===== src/rtl/xalu_pkg.sv =====
// xalu_pkg: shared opcode selects, default tag width and response-entry type for the ISE sequencer
package xalu_pkg;
  localparam logic [1:0] CUSTOM_0 = 2'd0;
  localparam logic [1:0] CUSTOM_1 = 2'd1;
  localparam logic [1:0] CUSTOM_2 = 2'd2;
  localparam logic [1:0] CUSTOM_3 = 2'd3;
  localparam int TAG_W_DEF = 5;
  // Tag field is sized for the widest supported tag; narrower tags are zero-extended on push.
  localparam int TAG_MAX_W = 16;
  typedef struct packed {
    logic [63:0]          data;
    logic [TAG_MAX_W-1:0] tag;
    logic                 illegal;
  } rsp_t;
endpackage


===== src/rtl/xalu_rsp_fifo.sv =====
// xalu_rsp_fifo: power-of-two response FIFO with wrap-bit pointers and no fall-through
module xalu_rsp_fifo #(
  parameter int  DEPTH = 2,
  parameter type T     = logic
) (
  input  logic i_clk,
  input  logic i_rst,
  input  logic i_push,
  input  T     i_data,
  input  logic i_pop,
  output T     o_data,
  output logic o_full,
  output logic o_empty
);
  localparam int AW = $clog2(DEPTH);
  logic [AW:0] r_wptr, r_rptr;
  T            r_mem [DEPTH];
  // Pointers carry one extra wrap bit so full and empty are distinguishable.
  always_ff @(posedge i_clk or posedge i_rst)
    if (i_rst) begin
      r_wptr <= '0;
      r_rptr <= '0;
    end else begin
      r_wptr <= r_wptr + {{AW{1'b0}}, i_push};
      r_rptr <= r_rptr + {{AW{1'b0}}, i_pop};
    end
  // Storage is written only; a push when full always coincides with a pop of the same slot.
  always_ff @(posedge i_clk)
    if (i_push) r_mem[r_wptr[AW-1:0]] <= i_data;
  assign o_data  = r_mem[r_rptr[AW-1:0]];
  assign o_empty = r_wptr == r_rptr;
  assign o_full  = (r_wptr[AW] != r_rptr[AW]) && (r_wptr[AW-1:0] == r_rptr[AW-1:0]);
endmodule


===== src/rtl/xalu_ise_seq.sv =====
// xalu_ise_seq: request stage + response FIFO around an external ISE datapath; XALU_ISE_SEQ_ILLEGAL_EN enables illegal-op flagging
module xalu_ise_seq
  import xalu_pkg::*;
#(
  parameter int TAG_W = TAG_W_DEF,
  parameter int DEPTH = 2
) (
  input  logic             ise_clk,
  input  logic             ise_rst,
  input  logic             req_valid,
  output logic             req_ready,
  input  logic [5:0]       req_fn,
  input  logic [6:0]       req_imm,
  input  logic [63:0]      req_in1,
  input  logic [63:0]      req_in2,
  input  logic [TAG_W-1:0] req_tag,
  output logic             ise_val,
  output logic [5:0]       ise_fn,
  output logic [6:0]       ise_imm,
  output logic [63:0]      ise_in1,
  output logic [63:0]      ise_in2,
  input  logic             ise_oval,
  input  logic [63:0]      ise_out,
  output logic             rsp_valid,
  input  logic             rsp_ready,
  output logic [63:0]      rsp_data,
  output logic [TAG_W-1:0] rsp_tag,
  output logic             rsp_illegal
);
  logic             r_val;
  logic [5:0]       r_fn;
  logic [6:0]       r_imm;
  logic [63:0]      r_in1, r_in2;
  logic [TAG_W-1:0] r_tag;
  logic             w_full, w_empty, w_pop, w_drain, w_acc, w_unused;
  rsp_t             w_push_d, w_head;
  assign w_pop     = rsp_valid & rsp_ready;
  assign w_drain   = r_val & (!w_full | w_pop);
  assign req_ready = !ise_rst & (!r_val | w_drain);
  assign w_acc     = req_valid & req_ready;
  // Request-stage valid: set on accept, cleared when drained with nothing new behind it.
  always_ff @(posedge ise_clk or posedge ise_rst)
    if (ise_rst) r_val <= 1'b0;
    else if (w_acc | w_drain) r_val <= w_acc;
  // Request-stage payload; qualified by r_val so it needs no reset.
  always_ff @(posedge ise_clk)
    if (w_acc) begin
      r_fn  <= req_fn;
      r_imm <= req_imm;
      r_in1 <= req_in1;
      r_in2 <= req_in2;
      r_tag <= req_tag;
    end
  assign ise_val = r_val;
  assign ise_fn  = r_fn;
  assign ise_imm = r_imm;
  assign ise_in1 = r_in1;
  assign ise_in2 = r_in2;
`ifdef XALU_ISE_SEQ_ILLEGAL_EN
  assign w_push_d    = '{data: ise_oval ? ise_out : 64'd0, tag: TAG_MAX_W'(r_tag), illegal: !ise_oval};
  assign rsp_illegal = w_head.illegal & rsp_valid;
  assign w_unused    = ^w_head;
`else
  assign w_push_d    = '{data: ise_out, tag: TAG_MAX_W'(r_tag), illegal: 1'b0};
  assign rsp_illegal = 1'b0;
  assign w_unused    = ^{ise_oval, w_head};
`endif
  xalu_rsp_fifo #(.DEPTH(DEPTH), .T(rsp_t)) u_fifo (
    .i_clk  (ise_clk),
    .i_rst  (ise_rst),
    .i_push (w_drain),
    .i_data (w_push_d),
    .i_pop  (w_pop),
    .o_data (w_head),
    .o_full (w_full),
    .o_empty(w_empty)
  );
  assign rsp_valid = !w_empty;
  assign rsp_data  = w_head.data;
  assign rsp_tag   = w_head.tag[TAG_W-1:0];
endmodule


===== config.mk =====
export PLATFORM = sky130hd
export DESIGN_NAME = xalu_ise_seq
export DESIGN_NICKNAME = d
export VERILOG_FILES = /design/src/rtl/xalu_pkg.sv /design/src/rtl/xalu_rsp_fifo.sv /design/src/rtl/xalu_ise_seq.sv
export SDC_FILE = /design/constraint.sdc
export NUM_CORES = 1
export LEC_CHECK = 0
export CORE_AREA = 2 2 168 170
export CTS_BUF_LIST = sky130_fd_sc_hd__clkbuf_8 sky130_fd_sc_hd__clkbuf_16
export DETAILED_ROUTE_END_ITERATION = 7
export DIE_AREA = 0 0 170 172
export PLACE_DENSITY = 0.73
export SYNTH_ARGS = -nofsm -noshare
export SYNTH_HDL_FRONTEND = slang
export SYNTH_SLANG_ARGS = --single-unit

===== constraint.sdc =====
create_clock -name ise_clk -period 13.28 [get_ports ise_clk]
set_clock_uncertainty 0.2 [all_clocks]
set_input_delay 2.656 -clock ise_clk [delete_from_list [all_inputs] [get_ports ise_clk]]
set_output_delay 2.656 -clock ise_clk [all_outputs]
set_load 0.02 [all_outputs]

==> results.json, run 1 <==
{
  "synthFlopType": "edfxtp_1",
  "slew_violations": 0,
  "holdWs_ns": 0.2492,
  "cp_cell_sequence": "clkdlybuf4s50_1 -> nor2b_1 -> a31oi_1 -> clkdlybuf4s50_1",
  "drc": 0,
  "synth_warnings": 0,
  "grt_overflow": 0,
  "rsz0062_at_grt": "false",
  "hold_buffers": 0,
  "drt-total-wl_um": 25980,
  "hpwl_um": 18010,
  "max_freq_mhz": 141.4,
  "tns_ns": 0,
  "synthMuxAreaShare_pct": 8.398,
  "setup_viol_count_final": 0,
  "core_area_um2": 27480,
  "top_level_ports": 429,
  "power_switching_uw": 746.3,
  "yosys.area_share.simple_pct": 0.1032,
  "synth_top_cell_area_share_pct": 87.93,
  "die_w_um": 170,
  "total_leakage_power_uw": 0.005280,
  "viasPerCell": 4.518,
  "synth_common_cells": "284 x edfxtp_1, 59 x mux2_2, 10 x mux2_4",
  "drt-initial-drc-count": 287,
  "dr.pass1.iters": 4,
  "root_buffer": "clkbuf_16",
  "synthesis.nets": 607,
  "combPwrFrac_pct": 25.2,
  "wl_per_cell_um": 21.34,
  "rows": 61,
  "htreeDepth": 1,
  "clk_latency_ns": 0.54,
  "hold_viol": 0,
  "max-vdd-ir-drop_uv": 120.5,
  "synth_xor_area_share_pct": 0.5289,
  "p_int_uw": 2000,
  "fin_crit_sh_pct": 53.24,
  "synth_top_family_by_area": "multiplexers",
  "cts_resized": 0,
  "ys_seq_elements": 289,
  "ant_nets": 0,
  "synth_area_per_cell_um2": 24.93,
  "p_per_area_nw_per_um2": 178.3,
  "fin_ws_ns": 6.209,
  "cp_data_required_time_ns": 10.42,
  "crit_family": "buffers and inverters",
  "path_clk_slew_ns": 0.06,
  "cp_slowest_cell": "clkdlybuf4s50_1",
  "post-place-ws_ns": 6.178,
  "initial_utilization_pct": 35.30,
  "syn_inst": 389,
  "dieArea_um2": 29240,
  "num-fill-cells": 2178,
  "synthTopCellsByArea": "edfxtp_1 88%, mux2_2 6.8%, mux2_4 1.5%",
  "max_cap_viol_count": 0,
  "postCtsSetupBuffers": 0,
  "synth.cell_area_um2": 9699,
  "path_buf_inv": 2,
  "fp.dieH_um": 172,
  "synth_edf_count": 284,
  "maxSlewHeadroom_pct": 28.06,
  "p_sw_share_pct": 27.18,
  "power_frac_clock_pct": 30.6,
  "synth-compound-area-share_pct": 0.3741,
  "synth.distinct_cells": 20,
  "synth.yosys.seq_area_share_pct": 89.22,
  "numCtsBuffers": 31,
  "grt_first_pass_wirelength_um": 35380,
  "clock_sinks": 289,
  "worst_slew_pin_slew_ns": 1.079,
  "critPathMaxFanout": 3,
  "grt_max_degree": 82,
  "cts_max_path_buffers": 3,
  "critPathArrivalTime_ns": 4.21,
  "pwr-share-seq_pct": 44.2,
  "max_stage_delay_ns": 0.69,
  "first_global_vias": 5763,
  "min_path_type": "reg2reg",
  "cp-end-kind": "output pin",
  "synthAdderAreaFrac_pct": 0.3870,
  "place_congestion": 0.7703,
  "nets": 1059,
  "vias": 5499,
  "syn_to_final_growth_pct": 58.81,
  "min_period_ns": 7.071,
  "synthDominantAreaCellType": "edfxtp_1",
  "synth_most_common_cell": "edfxtp_1",
  "cpMostUsedCell": "clkdlybuf4s50_1",
  "cp-start-kind": "input port",
  "outcome": "complete, no violations",
  "cts_tree": "done",
  "port_buffers": 426,
  "antenna_found_initial": 6,
  "ys_async_sr_fraction_pct": 1.730,
  "grt_util_all_layers_pct": 16.55,
  "drive_gt1_share_pct": 13.76,
  "critPathKind": "in2out"
}
==> worst reg2reg max path: stages (launching register included) <==
cell,delay [ns]
dfrtp_4,1.11
xnor2_2,0.30
a311oi_4,0.33
buf_4,0.74
buf_4,0.98
==> flip-flops by register name, indices dropped and copies added, names as in the netlist <==
name / flops
u_fifo.r_wptr: 2
ise_in1: 64
ise_imm: 7
ise_in2: 64
ise_fn: 6
u_fifo.r_rptr: 2
ise_val: 1
r_tag: 5
u_fifo.r_mem: 138
==> cell type report <==
type                            count  area [um^2]  area share, %
Timing Repair Buffer              428         4279          27.78
Multi-Input combinational cell     85        996.0          6.466
Inverter                            6        22.52         0.1462
Tap cell                          346        432.9          2.810
Sequential cell                   289         8657          56.20
Antenna cell                        6        15.01        0.09747
Clock inverter                     26        225.2          1.462
Clock buffer                       31        775.7          5.036
==> path summary, 6_finish.rpt <==
check / slack (ns) / start / end / cells past startpoint
hold / removal: 0.25 / r_tag[0]$_DFFE_PP_ / u_fifo.r_mem[1][0]$_DFFE_PP_ / 0
setup / recovery: 6.21 / rsp_ready / req_ready / 4
hold reg to reg: 0.25 / r_tag[0]$_DFFE_PP_ / u_fifo.r_mem[1][0]$_DFFE_PP_ / 0
max in group asynchronous: 10.43 / ise_rst / u_fifo.r_rptr[0]$_DFF_PP0_ / 2
setup reg to reg: 9.17 / u_fifo.r_rptr[0]$_DFF_PP0_ / ise_in1[63]$_DFFE_PP_ / 4
min in group asynchronous: 2.24 / ise_rst / u_fifo.r_wptr[0]$_DFF_PP0_ / 2
==> power groups by stage <==
| stage | clock network [uW] | logic, uW | registers, uW |
|---|---|---|---|
| after CTS | 862 | 700 | 1220 |
| after floorplan | 0 | 361 | 1230 |
| after detailed placement | 0 | 696 | 1240 |
| final | 841 | 691 | 1210 |
| after global placement | 0 | 693 | 1230 |
| after global routing | 891 | 725 | 1230 |
==> placed cells by master, fill, tap and decap left out, types with 4 or more instances in the layout <==
cell type | netlist | layout
mux2_2 | 59 | 59
diode_2 | 0 | 6
inv_1 | 6 | 10
clkbuf_16 | 0 | 31
bufinv_16 | 0 | 4
edfxtp_1 | 284 | 284
mux2_4 | 10 | 10
clkinv_2 | 0 | 4
dfrtp_1 | 5 | 4
clkinv_1 | 0 | 10
clkdlybuf4s50_1 | 0 | 426
==> through the flow <==
stage / total power, uW / std cells / util, % / area (um^2)
final: 2746 / 1217 / 56.06 / 15400
after global routing: 2846 / 1216 / 56.05 / 15400
after CTS: 2781 / 1211 / 56.01 / 15390
after detailed placement: 1932 / 1154 / 52.36 / 14390
after global placement: 1923 / 1154 / 52.36 / 14390
after floorplan: 1587 / 389 / - / 9706
==> kinds of logic after synthesis <==
kind of cell,after synthesis
multiplexers,69
XOR/XNOR,5
other,1
flip-flops,289
AND/OR/NAND/NOR,2
buffers and inverters,15
adder cells (fa/ha/maj),3
AO/OA/AOI/OAI,5
==> metal layers <==
metal	global-route usage, %	up-vias	routed length [um]
li1	-	2467	-
met1	17.80	2681	9185
met2	27.22	299	12500
met3	9.247	52	3522
met4	6.577	0	770
met5	0	-	0
(Power assumes the default switching activity.)
==> inputs of run 2 (changes only) <==
clock period = 6.3 ns   (was 13.28 ns; I/O delays follow)
==> run 2 against run 1 <==
Net effect:
- clock-buffer cell count stayed put
- worst hold slack hardly changed
- sequential share of layout area is 0.29 points higher
- critical path depth is 1 lower
- via count is 1.6% lower
- routed wire length is 0.42% higher
- combinational power is 110% higher
- final cell count is 0.49% lower
- register-to-register slack worse by 6.3 ns
- sequential cell count stayed put
- first-iteration DRC count is 20% lower
- largest power group unchanged
- non-clock buffer count is 1 lower
==> results.json, run 2 (synthesis gave the netlist of run 1 again) <==
{
  "core_area_um2": 27480,
  "initial_utilization_pct": 35.30,
  "wl_per_cell_um": 21.54,
  "viasPerCell": 4.470,
  "cp_slowest_cell": "dfrtp_4",
  "cp_data_required_time_ns": 4.84,
  "first_global_vias": 5813,
  "place_congestion": 0.7834,
  "postCtsSetupBuffers": 0,
  "grt_max_degree": 147,
  "syn_to_final_growth_pct": 58.00,
  "clock_sinks": 289,
  "critPathKind": "reg2out",
  "max_stage_delay_ns": 1.12,
  "cts_max_path_buffers": 3,
  "min_path_type": "reg2reg",
  "drive_gt1_share_pct": 13.27,
  "crit_family": "flip-flops",
  "grt_util_all_layers_pct": 16.80,
  "final_common_cell": "clkdlybuf4s50_1",
  "antenna_found_initial": 8,
  "numCtsBuffers": 31,
  "outcome": "complete, no violations",
  "vias": 5413,
  "critPathMaxFanout": 71,
  "rsz0062_at_grt": "false",
  "cp-end-kind": "output pin",
  "tns_ns": 0,
  "drt-initial-drc-count": 229,
  "place_area_um2": 14390,
  "maxSlewHeadroom_pct": 29.05,
  "largest_register_ffs": 138,
  "clk_latency_ns": 0.54,
  "top_level_ports": 429,
  "cts_resized": 0,
  "rows": 61,
  "path_buf_inv": 1,
  "layout_common_cells": "426 x clkdlybuf4s50_1, 284 x edfxtp_1, 59 x mux2_2",
  "critPathArrivalTime_ns": 2.93,
  "fin_crit_sh_pct": 69.68,
  "cp_cell_sequence": "xnor2_2 -> a31oi_1 -> clkdlybuf4s50_1",
  "nets": 1058,
  "hold_buffers": 0,
  "dr.pass1.iters": 6,
  "cts_tree": "done",
  "root_buffer": "clkbuf_16",
  "dieArea_um2": 29240,
  "ant_nets": 0,
  "hpwl_um": 18080,
  "p_per_area_nw_per_um2": 369.8,
  "drt-total-wl_um": 26090,
  "worst_slew_pin_slew_ns": 1.064,
  "total_leakage_power_uw": 0.005255,
  "min_period_ns": 4.390,
  "htreeDepth": 1,
  "path_clk_slew_ns": 0.06,
  "grt_overflow": 0,
  "max-vdd-ir-drop_uv": 236.6,
  "setup_viol_count_final": 0,
  "stdcell_area_um2": 15320,
  "grt_first_pass_wirelength_um": 35710,
  "max_cap_viol_count": 0,
  "port_buffers": 426,
  "cp-start-kind": "flip-flop",
  "max_freq_mhz": 227.8,
  "drc": 0,
  "slew_violations": 0,
  "fp.dieH_um": 172,
  "die_w_um": 170,
  "hold_viol": 0
}
-- run 2: path summary, 6_finish.rpt --
| kind | start | endpoint | slack (ns) | cells past startpoint |
|---|---|---|---|---|
| setup / recovery | u_fifo.r_rptr[0]$_DFF_PP0_ | req_ready | 1.91 | 3 |
| hold / removal | r_tag[1]$_DFFE_PP_ | u_fifo.r_mem[0][1]$_DFFE_PP_ | 0.25 | 0 |
| setup reg to reg | u_fifo.r_rptr[0]$_DFF_PP0_ | u_fifo.r_mem[1][59]$_DFFE_PP_ | 2.88 | 3 |
| hold reg to reg | r_tag[1]$_DFFE_PP_ | u_fifo.r_mem[0][1]$_DFFE_PP_ | 0.25 | 0 |
| max in group asynchronous | ise_rst | u_fifo.r_rptr[0]$_DFF_PP0_ | 4.82 | 2 |
| min in group asynchronous | ise_rst | ise_val$_DFFE_PP0P_ | 0.85 | 2 |
-- run 2: layout make-up --
class                      count  area, um^2
timing repair buffer         427        4284
antenna                        6       15.01
fill                        2137       12150
clock buffer                  31       775.7
multi-input combinational     85       996.0
inverter                       6       22.52
clock inverter                21       141.4
tap                          346       432.9
sequential                   289        8657
-- run 2: layer usage --
layer / wire length, um / track usage [%] / up-vias
li1: - / - / 2460
met1: 8682 / 16.88 / 2626
met2: 12720 / 28.00 / 280
met3: 3852 / 10.55 / 47
met4: 828 / 6.875 / 0
met5: 0 / 0 / -
-- run 2: per-stage QoR --
step	hold slack, ns	worst slack [ns]	util [%]	power (uW)	std cells
6_report	0.2491	1.910	55.77	5666	1211
5_1_grt	0.2634	1.700	55.77	5901	1210
4_1_cts	0.2487	1.802	55.72	5749	1205
3_5_place_dp	0.2346	2.059	52.38	4070	1153
3_3_place_gp	0.2231	2.045	52.38	4052	1153
2_1_floorplan	0.2215	0.3413	-	3344	389
-- run 2: power breakdown --
group	switching, uW	internal (uW)	total, uW
Clock	693	960	1650
Sequential	161	2400	2560
Combinational	690	764	1450
Total	1540	4120	5670
==> inputs of run 3 (changes only) <==
clock period = 3.6 ns   (was 6.3 ns; I/O delays follow)
==> run 3 against run 2 <==
Net effect:
- sequential share of layout area decreased by 0.63 points
- sequential power increased by 70%
- die area unchanged
- worst hold slack about the same
- largest power group unchanged
- combinational power increased by 89%
- first-iteration DRC count increased by 18%
- core utilization increased by 0.63 points
- critical path depth unchanged
==> results.json, run 3 (synthesis gave the netlist of run 1 again) <==
{
  "vias": 5485,
  "top_level_ports": 429,
  "layout_common_cells": "426 x clkdlybuf4s50_1, 284 x edfxtp_1, 59 x mux2_2",
  "dieArea_um2": 29240,
  "initial_utilization_pct": 35.30,
  "critPathArrivalTime_ns": 2.46,
  "slew_violations": 0,
  "crit_family": "buffers and inverters",
  "rows": 61,
  "die_w_um": 170,
  "hold_viol": 0,
  "min_path_type": "reg2reg",
  "setup_viol_count_final": 0,
  "tns_ns": 0,
  "htreeDepth": 1,
  "cp_data_required_time_ns": 2.68,
  "root_buffer": "clkbuf_16",
  "drc": 0,
  "grt_util_all_layers_pct": 17.17,
  "fp.dieH_um": 172,
  "syn_to_final_growth_pct": 59.78,
  "clk_latency_ns": 0.54,
  "grt_max_degree": 61,
  "final_common_cell": "clkdlybuf4s50_1",
  "place_congestion": 0.8141,
  "maxSlewHeadroom_pct": 51.65,
  "postCtsSetupBuffers": 0,
  "ant_nets": 0,
  "min_period_ns": 3.384,
  "clock_sinks": 289,
  "rsz0062_at_grt": "false",
  "path_clk_slew_ns": 0.06,
  "drive_gt1_share_pct": 14.47,
  "hold_buffers": 0,
  "grt_overflow": 0,
  "fin_crit_sh_pct": 93.99,
  "path_buf_inv": 2,
  "dr.pass1.iters": 4,
  "port_buffers": 426,
  "cts_resized": 0,
  "cts_max_path_buffers": 3,
  "cp_slowest_cell": "dfrtp_4",
  "total_leakage_power_uw": 0.005340,
  "holdPathStages": 0,
  "critPathMaxFanout": 21,
  "largest_register_ffs": 138,
  "antenna_found_initial": 4,
  "cp_cell_sequence": "buf_4 -> mux2_2 -> clkdlybuf4s50_1",
  "critPathKind": "reg2out",
  "p_per_area_nw_per_um2": 649.3,
  "wl_per_cell_um": 21.65,
  "hpwl_um": 19110,
  "ff2ff_path_depth": 4,
  "numCtsBuffers": 30,
  "crit_start": "u_fifo.r_rptr[0]$_DFF_PP0_",
  "cp.depth": 3,
  "cp-end-kind": "output pin",
  "drt-total-wl_um": 26440,
  "grt_first_pass_wirelength_um": 36740,
  "outcome": "complete, no violations",
  "max_cap_viol_count": 0,
  "max_freq_mhz": 295.5,
  "cts_tree": "done",
  "cp-start-kind": "flip-flop",
  "min_from": "r_tag[3]$_DFFE_PP_",
  "max_stage_delay_ns": 0.66,
  "reg2reg_from": "u_fifo.r_rptr[0]$_DFF_PP0_",
  "max-vdd-ir-drop_uv": 378.7,
  "viasPerCell": 4.492,
  "place_area_um2": 14550,
  "first_global_vias": 5833,
  "core_area_um2": 27480,
  "stdcell_area_um2": 15500,
  "drt-initial-drc-count": 270,
  "nets": 1068,
  "worst_slew_pin_slew_ns": 0.7252
}
run 3: final cells by class:
cell class                      count  area (um^2)
Timing Repair Buffer              438         4429
Clock buffer                       31        775.7
Tap cell                          346        432.9
Inverter                            6        22.52
Fill cell                        2109        11980
Multi-Input combinational cell     85         1003
Sequential cell                   289         8657
Clock inverter                     22        166.4
Antenna cell                        4        10.01
run 3: final timing paths:
kind | endpoint | slack (ns)
max | rsp_data[15] | 0.22
min | u_fifo.r_mem[0][3]$_DFFE_PP_ | 0.25
max reg2reg | u_fifo.r_mem[1][4]$_DFFE_PP_ | 0.93
min reg2reg | u_fifo.r_mem[0][3]$_DFFE_PP_ | 0.25
max in group asynchronous | u_fifo.r_rptr[0]$_DFF_PP0_ | 2.66
min in group asynchronous | ise_val$_DFFE_PP0P_ | 0.32
run 3: worst reg2reg max path, delay by kind of cell, from the launching register on:
family          cells  cell delay [ns]
compound gates      1             0.48
xor+xnor            1             0.28
fa+ha+maj           1             0.34
buf+inv             1             0.32
flops               1             0.63
run 3: where the power goes:
part	switching, uW	total (uW)	internal [uW]
logic	1340	2740	1400
registers	169	4360	4190
clock network	1210	2960	1750
run 3: per-stage QoR:
| step | util (%) | hold slack, ns | cells | total power (uW) | setup WS [ns] |
|---|---|---|---|---|---|
| after floorplan | - | 0.2215 | 389 | 5853 | -1.756 |
| after global routing | 56.40 | 0.2661 | 1221 | 10460 | 0.09602 |
| after detailed placement | 52.94 | 0.2398 | 1164 | 7190 | 0.5284 |
| after global placement | 52.94 | 0.2226 | 1164 | 7148 | 0.5267 |
| final | 56.40 | 0.2494 | 1221 | 10060 | 0.2163 |
| after CTS | 56.37 | 0.2549 | 1217 | 10180 | 0.1408 |
run 3: routing by layer:
metal | vias up | routed length (um) | track usage (%)
li1 | 2485 | - | -
met1 | 2688 | 8850 | 17.20
met2 | 281 | 13200 | 29.71
met3 | 31 | 3917 | 10.83
met4 | 0 | 467 | 4.794
met5 | - | 0 | 0
